### config.mk
export PLATFORM = sky130hd
export DESIGN_NAME = result_collector_flat
export DESIGN_NICKNAME = d
export VERILOG_FILES = /design/src/rtl/result_collector_if.sv /design/src/rtl/result_collector.sv /design/src/flat_wrapper.sv
export SDC_FILE = /design/constraint.sdc
export NUM_CORES = 2
export LEC_CHECK = 0
export BUFFER_PORTS_ARGS = -buffer_cell sky130_fd_sc_hd__buf_2
export CAP_MARGIN = 30
export CORE_MARGIN = 2
export CORE_UTILIZATION = 25
export CTS_CLUSTER_SIZE = 28
export DETAILED_ROUTE_END_ITERATION = 8
export SETUP_SLACK_MARGIN = 0.02
export SYNTH_ARGS = -nofsm -noshare
export SYNTH_HDL_FRONTEND = slang
export SYNTH_SLANG_ARGS = --single-unit
### constraint.sdc
create_clock -name clk_i -period 2.8 [get_ports clk_i]
set_clock_uncertainty 0.05 [all_clocks]
set_input_delay 0.28 -clock clk_i [delete_from_list [all_inputs] [get_ports clk_i]]
set_output_delay 0.28 -clock clk_i [all_outputs]
set_load 0.02 [all_outputs]
### src/rtl/result_collector_if.sv
// result_collector_if: result stream (valid/ready with last-beat marking) toward the host side
interface result_collector_if #(
    parameter int RES_WIDTH = 16
);
    logic                 m_tvalid;
    logic                 m_tready;
    logic [RES_WIDTH-1:0] m_tdata;
    logic                 m_tlast;

    modport master (output m_tvalid, m_tdata, m_tlast, input m_tready);
    modport slave  (input m_tvalid, m_tdata, m_tlast, output m_tready);
endinterface

### src/rtl/result_collector.sv
// result_collector: buffers a batch of bfm results and streams them back with last marking; optional checksum under COLLECT_CHECKSUM_EN
module result_collector #(
    parameter int NUM       = 100,
    parameter int RES_WIDTH = 16,
    parameter int CNT_W     = $clog2(NUM + 1)
) (
    input  logic                 clk_i,
    input  logic                 reset_i,
    input  logic                 done_i,
    input  logic [RES_WIDTH-1:0] res_i,
    input  logic                 flush_i,
    result_collector_if.master   m_if,
    output logic                 batch_done,
    output logic                 overflow,
    output logic [CNT_W-1:0]     count_o,
    output logic [RES_WIDTH-1:0] checksum_o
);
    localparam int AW = (NUM > 1) ? $clog2(NUM) : 1;

    typedef enum logic {COLLECT, DRAIN} state_t;

    state_t               state_q;
    logic [CNT_W-1:0]     wr_idx_q, wr_idx_d, rd_idx_q, rd_idx_d;
    logic [RES_WIDTH-1:0] mem_q [NUM];
    logic [RES_WIDTH-1:0] tdata_q, first_d, next_d;
    logic                 tvalid_q, tlast_q, batch_done_q, overflow_q;
    logic                 cap, go, accept;

    // Capture/drain decisions; first_d bypasses the buffer when slot 0 is written on the drain-entry edge
    always_comb begin
        cap      = (state_q == COLLECT) && done_i;
        wr_idx_d = wr_idx_q + CNT_W'(cap);
        go       = (state_q == COLLECT) && ((wr_idx_d == CNT_W'(NUM)) || (flush_i && (wr_idx_d != '0)));
        accept   = tvalid_q && m_if.m_tready;
        rd_idx_d = rd_idx_q + CNT_W'(1);
        first_d  = (cap && (wr_idx_q == '0)) ? res_i : mem_q[0];
        next_d   = mem_q[rd_idx_d[AW-1:0]];
    end

    // Result buffer: written only while collecting, contents survive reset
    always_ff @(posedge clk_i) begin
        if (cap) mem_q[wr_idx_q[AW-1:0]] <= res_i;
    end

    // Collect/drain FSM with registered stream outputs
    always_ff @(posedge clk_i) begin
        if (!reset_i) begin
            state_q      <= COLLECT;
            wr_idx_q     <= '0;
            rd_idx_q     <= '0;
            tvalid_q     <= 1'b0;
            tlast_q      <= 1'b0;
            tdata_q      <= '0;
            batch_done_q <= 1'b0;
            overflow_q   <= 1'b0;
        end else begin
            batch_done_q <= 1'b0;
            case (state_q)
                COLLECT: begin
                    wr_idx_q <= wr_idx_d;
                    if (go) begin
                        state_q  <= DRAIN;
                        rd_idx_q <= '0;
                        tvalid_q <= 1'b1;
                        tdata_q  <= first_d;
                        tlast_q  <= (wr_idx_d == CNT_W'(1));
                    end
                end
                DRAIN: begin
                    if (done_i) overflow_q <= 1'b1;
                    if (accept && tlast_q) begin
                        state_q      <= COLLECT;
                        wr_idx_q     <= '0;
                        rd_idx_q     <= '0;
                        tvalid_q     <= 1'b0;
                        tlast_q      <= 1'b0;
                        tdata_q      <= '0;
                        batch_done_q <= 1'b1;
                    end else if (accept) begin
                        rd_idx_q <= rd_idx_d;
                        tdata_q  <= next_d;
                        tlast_q  <= (rd_idx_d == wr_idx_q - CNT_W'(1));
                    end
                end
                default: state_q <= COLLECT;
            endcase
        end
    end

`ifdef COLLECT_CHECKSUM_EN
    logic [RES_WIDTH-1:0] csum_q;

    // Running sum of captured results, cleared as the batch completes
    always_ff @(posedge clk_i) begin
        if (!reset_i) csum_q <= '0;
        else if (cap) csum_q <= csum_q + res_i;
        else if (accept && tlast_q && (state_q == DRAIN)) csum_q <= '0;
    end

    assign checksum_o = csum_q;
`else
    assign checksum_o = '0;
`endif

    assign m_if.m_tvalid = tvalid_q;
    assign m_if.m_tdata  = tdata_q;
    assign m_if.m_tlast  = tlast_q;
    assign batch_done    = batch_done_q;
    assign overflow      = overflow_q;
    assign count_o       = wr_idx_q;
endmodule

### src/flat_wrapper.sv
// flat-port wrapper written by rule: the top's interface ports become plain ports
module result_collector_flat 
#(
    parameter int NUM       = 100,
    parameter int RES_WIDTH = 16,
    parameter int CNT_W     = $clog2(NUM + 1)
)
  (clk_i, reset_i, done_i, res_i, flush_i, batch_done, overflow, count_o, checksum_o, m_if_m_tvalid, m_if_m_tdata, m_if_m_tlast, m_if_m_tready);
  result_collector_if #(.RES_WIDTH(RES_WIDTH)) m_if_i ();
  input  logic clk_i;
  input  logic reset_i;
  input  logic done_i;
  input  logic [RES_WIDTH-1:0] res_i;
  input  logic flush_i;
  output logic batch_done;
  output logic overflow;
  output logic [CNT_W-1:0] count_o;
  output logic [RES_WIDTH-1:0] checksum_o;
  output wire logic [$bits(m_if_i.m_tvalid)-1:0] m_if_m_tvalid;
  output wire logic [$bits(m_if_i.m_tdata)-1:0] m_if_m_tdata;
  output wire logic [$bits(m_if_i.m_tlast)-1:0] m_if_m_tlast;
  input wire logic [$bits(m_if_i.m_tready)-1:0] m_if_m_tready;
  assign m_if_m_tvalid = m_if_i.m_tvalid;
  assign m_if_m_tdata = m_if_i.m_tdata;
  assign m_if_m_tlast = m_if_i.m_tlast;
  assign m_if_i.m_tready = m_if_m_tready;
  result_collector #(.NUM(NUM), .RES_WIDTH(RES_WIDTH), .CNT_W(CNT_W)) u_core (.clk_i(clk_i), .reset_i(reset_i), .done_i(done_i), .res_i(res_i), .flush_i(flush_i), .m_if(m_if_i), .batch_done(batch_done), .overflow(overflow), .count_o(count_o), .checksum_o(checksum_o));
endmodule
==> results.sh <==
export IMPL_final_cells=7173
export IMPL_grt_pass1_vias=33376
export IMPL_cts_sink_count=1635
export IMPL_min_period_ns=2.858
export IMPL_grt_max_degree=101
export IMPL_max_stage_delay_ns=0.55
export IMPL_min_from="res_i[1]"
export IMPL_synthesis_instances=3189
export IMPL_ff2ff_setup_slack_ns=-0.06
export IMPL_fmax_mhz=349.9
export IMPL_rsz0062_at_grt="yes"
export IMPL_p_leak_nw=23.92
export IMPL_drc=0
export IMPL_worstMarginPinSlew_ns=0.9947
export IMPL_tritoncts="yes"
export IMPL_worst_setup_path_start_kind="flop"
export IMPL_cts_root_buf="clkbuf_16"
export IMPL_die_area_um2=261100
export IMPL_switching_share=0.2335
export IMPL_critical_path_class="flop to flop"
export IMPL_whs_path_depth=2
export IMPL_crit_path_end_kind="flop"
export IMPL_wl_per_cell_um=24.44
export IMPL_place_gp_congestion=0.8525
export IMPL_slew_headroom=0.3369
export IMPL_comb_power_share=0.098
export IMPL_p_int_mw=40.81
export IMPL_cp_data_required_time_ns=3.43
export IMPL_fp_coreArea_um2=256200
export IMPL_netlist_area_um2=64270
export IMPL_final_cell_area_um2=77560
export IMPL_yosys_warnings=0
export IMPL_area_delta_synth_final_pct=20.68
export IMPL_path_max_fanout=7
export IMPL_gr_total_overflow=0
export IMPL_yosys_register_bits=1635
export IMPL_synthTopCellsByArea="edfxtp_1 75%, mux4_2 14%, nand2_1 1.6%, dfxtp_1 1.1%, nor2_1 1.0%"
export IMPL_drive_gt1_frac=0.3147
export IMPL_seq_power_share=0.512
export IMPL_start_util=0.2508
export IMPL_cts_buffers=163
export IMPL_slowest_stage="mux4_2"
export IMPL_p_total_mw=53.24
export IMPL_post_route_util=0.3027
export IMPL_antenna_found_initial=4
export IMPL_reg2regPathDepth=11
export IMPL_synth_flop_cell="edfxtp_1"
export IMPL_r2r_end="u_core.m_if.m_tdata[15]$_SDFFE_PN0P_"
export IMPL_clk_latency_ns=0.80
export IMPL_crit_chain="ha_4, buf_12, buf_4, buf_6, buf_12, mux4_2, mux4_2, o2111ai_2, buf_4, o41a_1, a31oi_1"
export IMPL_rows=186
export IMPL_violations="negative setup slack"
export IMPL_viasPerCell=4.656
export IMPL_place_inst=6838
export IMPL_async_reset_ff_frac=0
export IMPL_via_count=33399
export IMPL_placed_cell_area_um2=71530
export IMPL_yosysTopAreaCell="edfxtp_1"
export IMPL_clk_path_buf_depth=3
export IMPL_netSwitchingPower_mw=12.43
export IMPL_power_density_nw_per_um2=686.4
export IMPL_die_h_um=511.0
export IMPL_htree_levels=4
export IMPL_setup_viol=5
export IMPL_final_nets=3680
export IMPL_period_share=1.021
export IMPL_place_hpwl_um=110300
export IMPL_maxSlewViolCount=0
export IMPL_syn_avg_cell_area_um2=20.15
export IMPL_post_synth_top_area_fraction=0.7476
export IMPL_run_status="finished, violations left"
export IMPL_cap_violations=0
export IMPL_die_w_um=511.0
export IMPL_clockPowerShare=0.390
export IMPL_drtIter0Drc=3830
export IMPL_io_pins=64
export IMPL_firstDrtPassIters=5
export IMPL_synth_distinct_cells=71
export IMPL_critical_path_buf_inv_count=5
export IMPL_hold_class="primary input to flop"
export IMPL_ys_seq_area_frac=0.7585
export IMPL_track_usage=0.1301
export IMPL_setup_slack_ns=-0.05804
export IMPL_routed_wl_um=175300
export IMPL_portBuffers=47
export IMPL_synth_enable_flop_cells=1600
export IMPL_r2r_start="u_core.rd_idx_q[0]$_SDFFE_PN0P_"
export IMPL_path_clk_slew_ns=0.06
export IMPL_arrival_ns=3.49
export IMPL_hold_viol=0
export IMPL_vdd_ir_drop_max_mv=0.4878
export IMPL_hold_slack_ns=0.06586
export IMPL_cpLargestDelayFamily="multiplexers"
export IMPL_grt_first_pass_wirelength_um=247600
export IMPL_drtAntennaViolNets=0
export IMPL_min_to="u_core.mem_q[80][1]$_DFFE_PP_"
-- power groups by stage --
stage | clock network [mW] | logic (mW) | registers (mW)
global placement | 0 | 4.92 | 27.8
finish | 20.8 | 5.22 | 27.3
CTS | 21.1 | 5.09 | 27.3
floorplan | 0 | 2.58 | 27.7
global route | 22.1 | 5.49 | 27.2
detailed placement | 0 | 4.98 | 27.8
-- registers in the layout, summed over array words and instances (netlist names) --
signal                count
u_core.batch_done         1
u_core.count_o            7
u_core.m_if.m_tdata      16
u_core.m_if.m_tlast       1
u_core.m_if.m_tvalid      1
u_core.mem_q           1600
u_core.overflow           1
u_core.rd_idx_q           7
u_core.state_q            1
-- final cells by class --
class / instances / area [µm²]
fill: 24602 / 178700
antenna: 5 / 12.51
sequential: 1635 / 48750
clock inverter: 79 / 646.9
tap: 3384 / 4234
inverter: 3 / 11.26
clock buffer: 215 / 4377
timing repair buffer: 482 / 4649
multi-input combinational: 1370 / 14880
-- layout by cell type (no fill, tap or decap), types with 7 or more instances in the layout --
cell / Yosys / layout
nor2_1: 173 / 161
clkbuf_1: 45 / 44
nand3_1: 106 / 98
clkinv_1: 1 / 38
o41a_1: 14 / 14
nand3_2: 1 / 9
nand4_1: 7 / 7
and3_1: 16 / 15
buf_6: 21 / 16
buf_4: 47 / 348
a311oi_2: 0 / 10
clkinv_2: 0 / 22
mux2_4: 0 / 8
a21oi_1: 16 / 15
clkbuf_16: 0 / 171
edfxtp_1: 1600 / 1600
xnor2_1: 10 / 9
o2111ai_2: 0 / 11
conb_1: 1 / 16
a32oi_1: 13 / 12
buf_2: 72 / 31
dfxtp_1: 35 / 34
nor2_2: 1 / 13
a31oi_1: 30 / 29
mux2_2: 17 / 9
nor2b_1: 13 / 13
o21ai_0: 39 / 38
or3_1: 7 / 7
buf_12: 2 / 63
xor2_1: 8 / 7
nand2_1: 278 / 278
a211oi_1: 27 / 22
nor3_1: 11 / 7
mux2i_1: 45 / 45
o22ai_2: 0 / 9
a21boi_0: 9 / 9
and2_1: 18 / 16
mux4_2: 393 / 395
dlygate4sd3_1: 0 / 11
-- layer usage --
metal / GRT usage / vias to the layer above / wire, µm
met5: 0 / - / 27
met4: 0.04171 / 4 / 4997
met3: 0.02089 / 239 / 11190
met2: 0.2218 / 1224 / 88050
met1: 0.1686 / 17937 / 71040
li1: - / 13995 / -
-- kinds of logic after synthesis --
group | after synthesis | synth area share
AO/OA/AOI/OAI | 220 | 0.02504
XOR/XNOR | 21 | 0.003660
adder cells (fa/ha/maj) | 4 | 0.0007788
buffers and inverters | 199 | 0.01881
flip-flops | 1635 | 0.7585
multiplexers | 457 | 0.1485
other | 1 | 0.00005835
AND/OR/NAND/NOR | 652 | 0.04464
-- timing repair --
item	in CTS	in global routing
endpoints found under the hold margin	151	4
gates cloned	0	7
setup buffers	8	11
hold buffers	10	1
pin swaps	11	17
endpoints found under the setup margin	16	19
resized for setup	55	59
-- metrics by stage --
stage | setup TNS (ns) | worst slack [ns]
5_1_grt | -0.6972 | -0.09996
3_3_place_gp | -3.611 | -0.5176
4_1_cts | -0.2047 | -0.05997
3_5_place_dp | -3.513 | -0.5078
2_1_floorplan | 0 | 0.003328
6_report | -0.1734 | -0.05804
-- how the worst max path moves through the flow --
| stage | to | start | depth (start not counted) | slack [ns] |
|---|---|---|---|---|
| 2_1_floorplan | u_core.mem_q[75][0]$_DFFE_PP_ | u_core.count_o[1]$_SDFFE_PN0P_ | 6 | 0.003 |
| 3_3_place_gp | u_core.m_if.m_tdata[14]$_SDFFE_PN0P_ | u_core.rd_idx_q[0]$_SDFFE_PN0P_ | 11 | -0.52 |
| 3_5_place_dp | u_core.m_if.m_tdata[14]$_SDFFE_PN0P_ | u_core.rd_idx_q[0]$_SDFFE_PN0P_ | 11 | -0.51 |
| 4_1_cts | u_core.m_if.m_tdata[1]$_SDFFE_PN0P_ | u_core.rd_idx_q[0]$_SDFFE_PN0P_ | 8 | -0.06 |
| 5_1_grt | u_core.m_if.m_tdata[15]$_SDFFE_PN0P_ | u_core.rd_idx_q[0]$_SDFFE_PN0P_ | 11 | -0.1 |
| 6_report | u_core.m_if.m_tdata[15]$_SDFFE_PN0P_ | u_core.rd_idx_q[0]$_SDFFE_PN0P_ | 11 | -0.06 |
-- synthesized netlist by cell type (3+ instances only) --
| library cell | instances |
|---|---|
| o21ai_0 | 39 |
| buf_1 | 7 |
| a21oi_1 | 16 |
| mux2_2 | 17 |
| nor4_1 | 4 |
| o2111ai_1 | 13 |
| buf_2 | 72 |
| buf_6 | 21 |
| o41a_1 | 14 |
| and2_1 | 18 |
| nand3b_1 | 3 |
| o21ai_1 | 3 |
| buf_4 | 47 |
| o2bb2ai_1 | 3 |
| ha_1 | 4 |
| xnor2_1 | 10 |
| or3_1 | 7 |
| nor3_1 | 11 |
| nand3_1 | 106 |
| a31oi_1 | 30 |
| nor3b_1 | 3 |
| o22ai_1 | 20 |
| a311oi_1 | 13 |
| dfxtp_1 | 35 |
| and4bb_1 | 3 |
| nand4_1 | 7 |
| nand2_1 | 278 |
| mux4_2 | 393 |
| a32oi_1 | 13 |
| nor2_1 | 173 |
| and3_1 | 16 |
| a211oi_1 | 27 |
| a21boi_0 | 9 |
| nor2b_1 | 13 |
| xor2_1 | 8 |
| clkbuf_1 | 45 |
| mux2i_1 | 45 |
| edfxtp_1 | 1600 |
No activity file was read; power rests on OpenSTA's default activity.
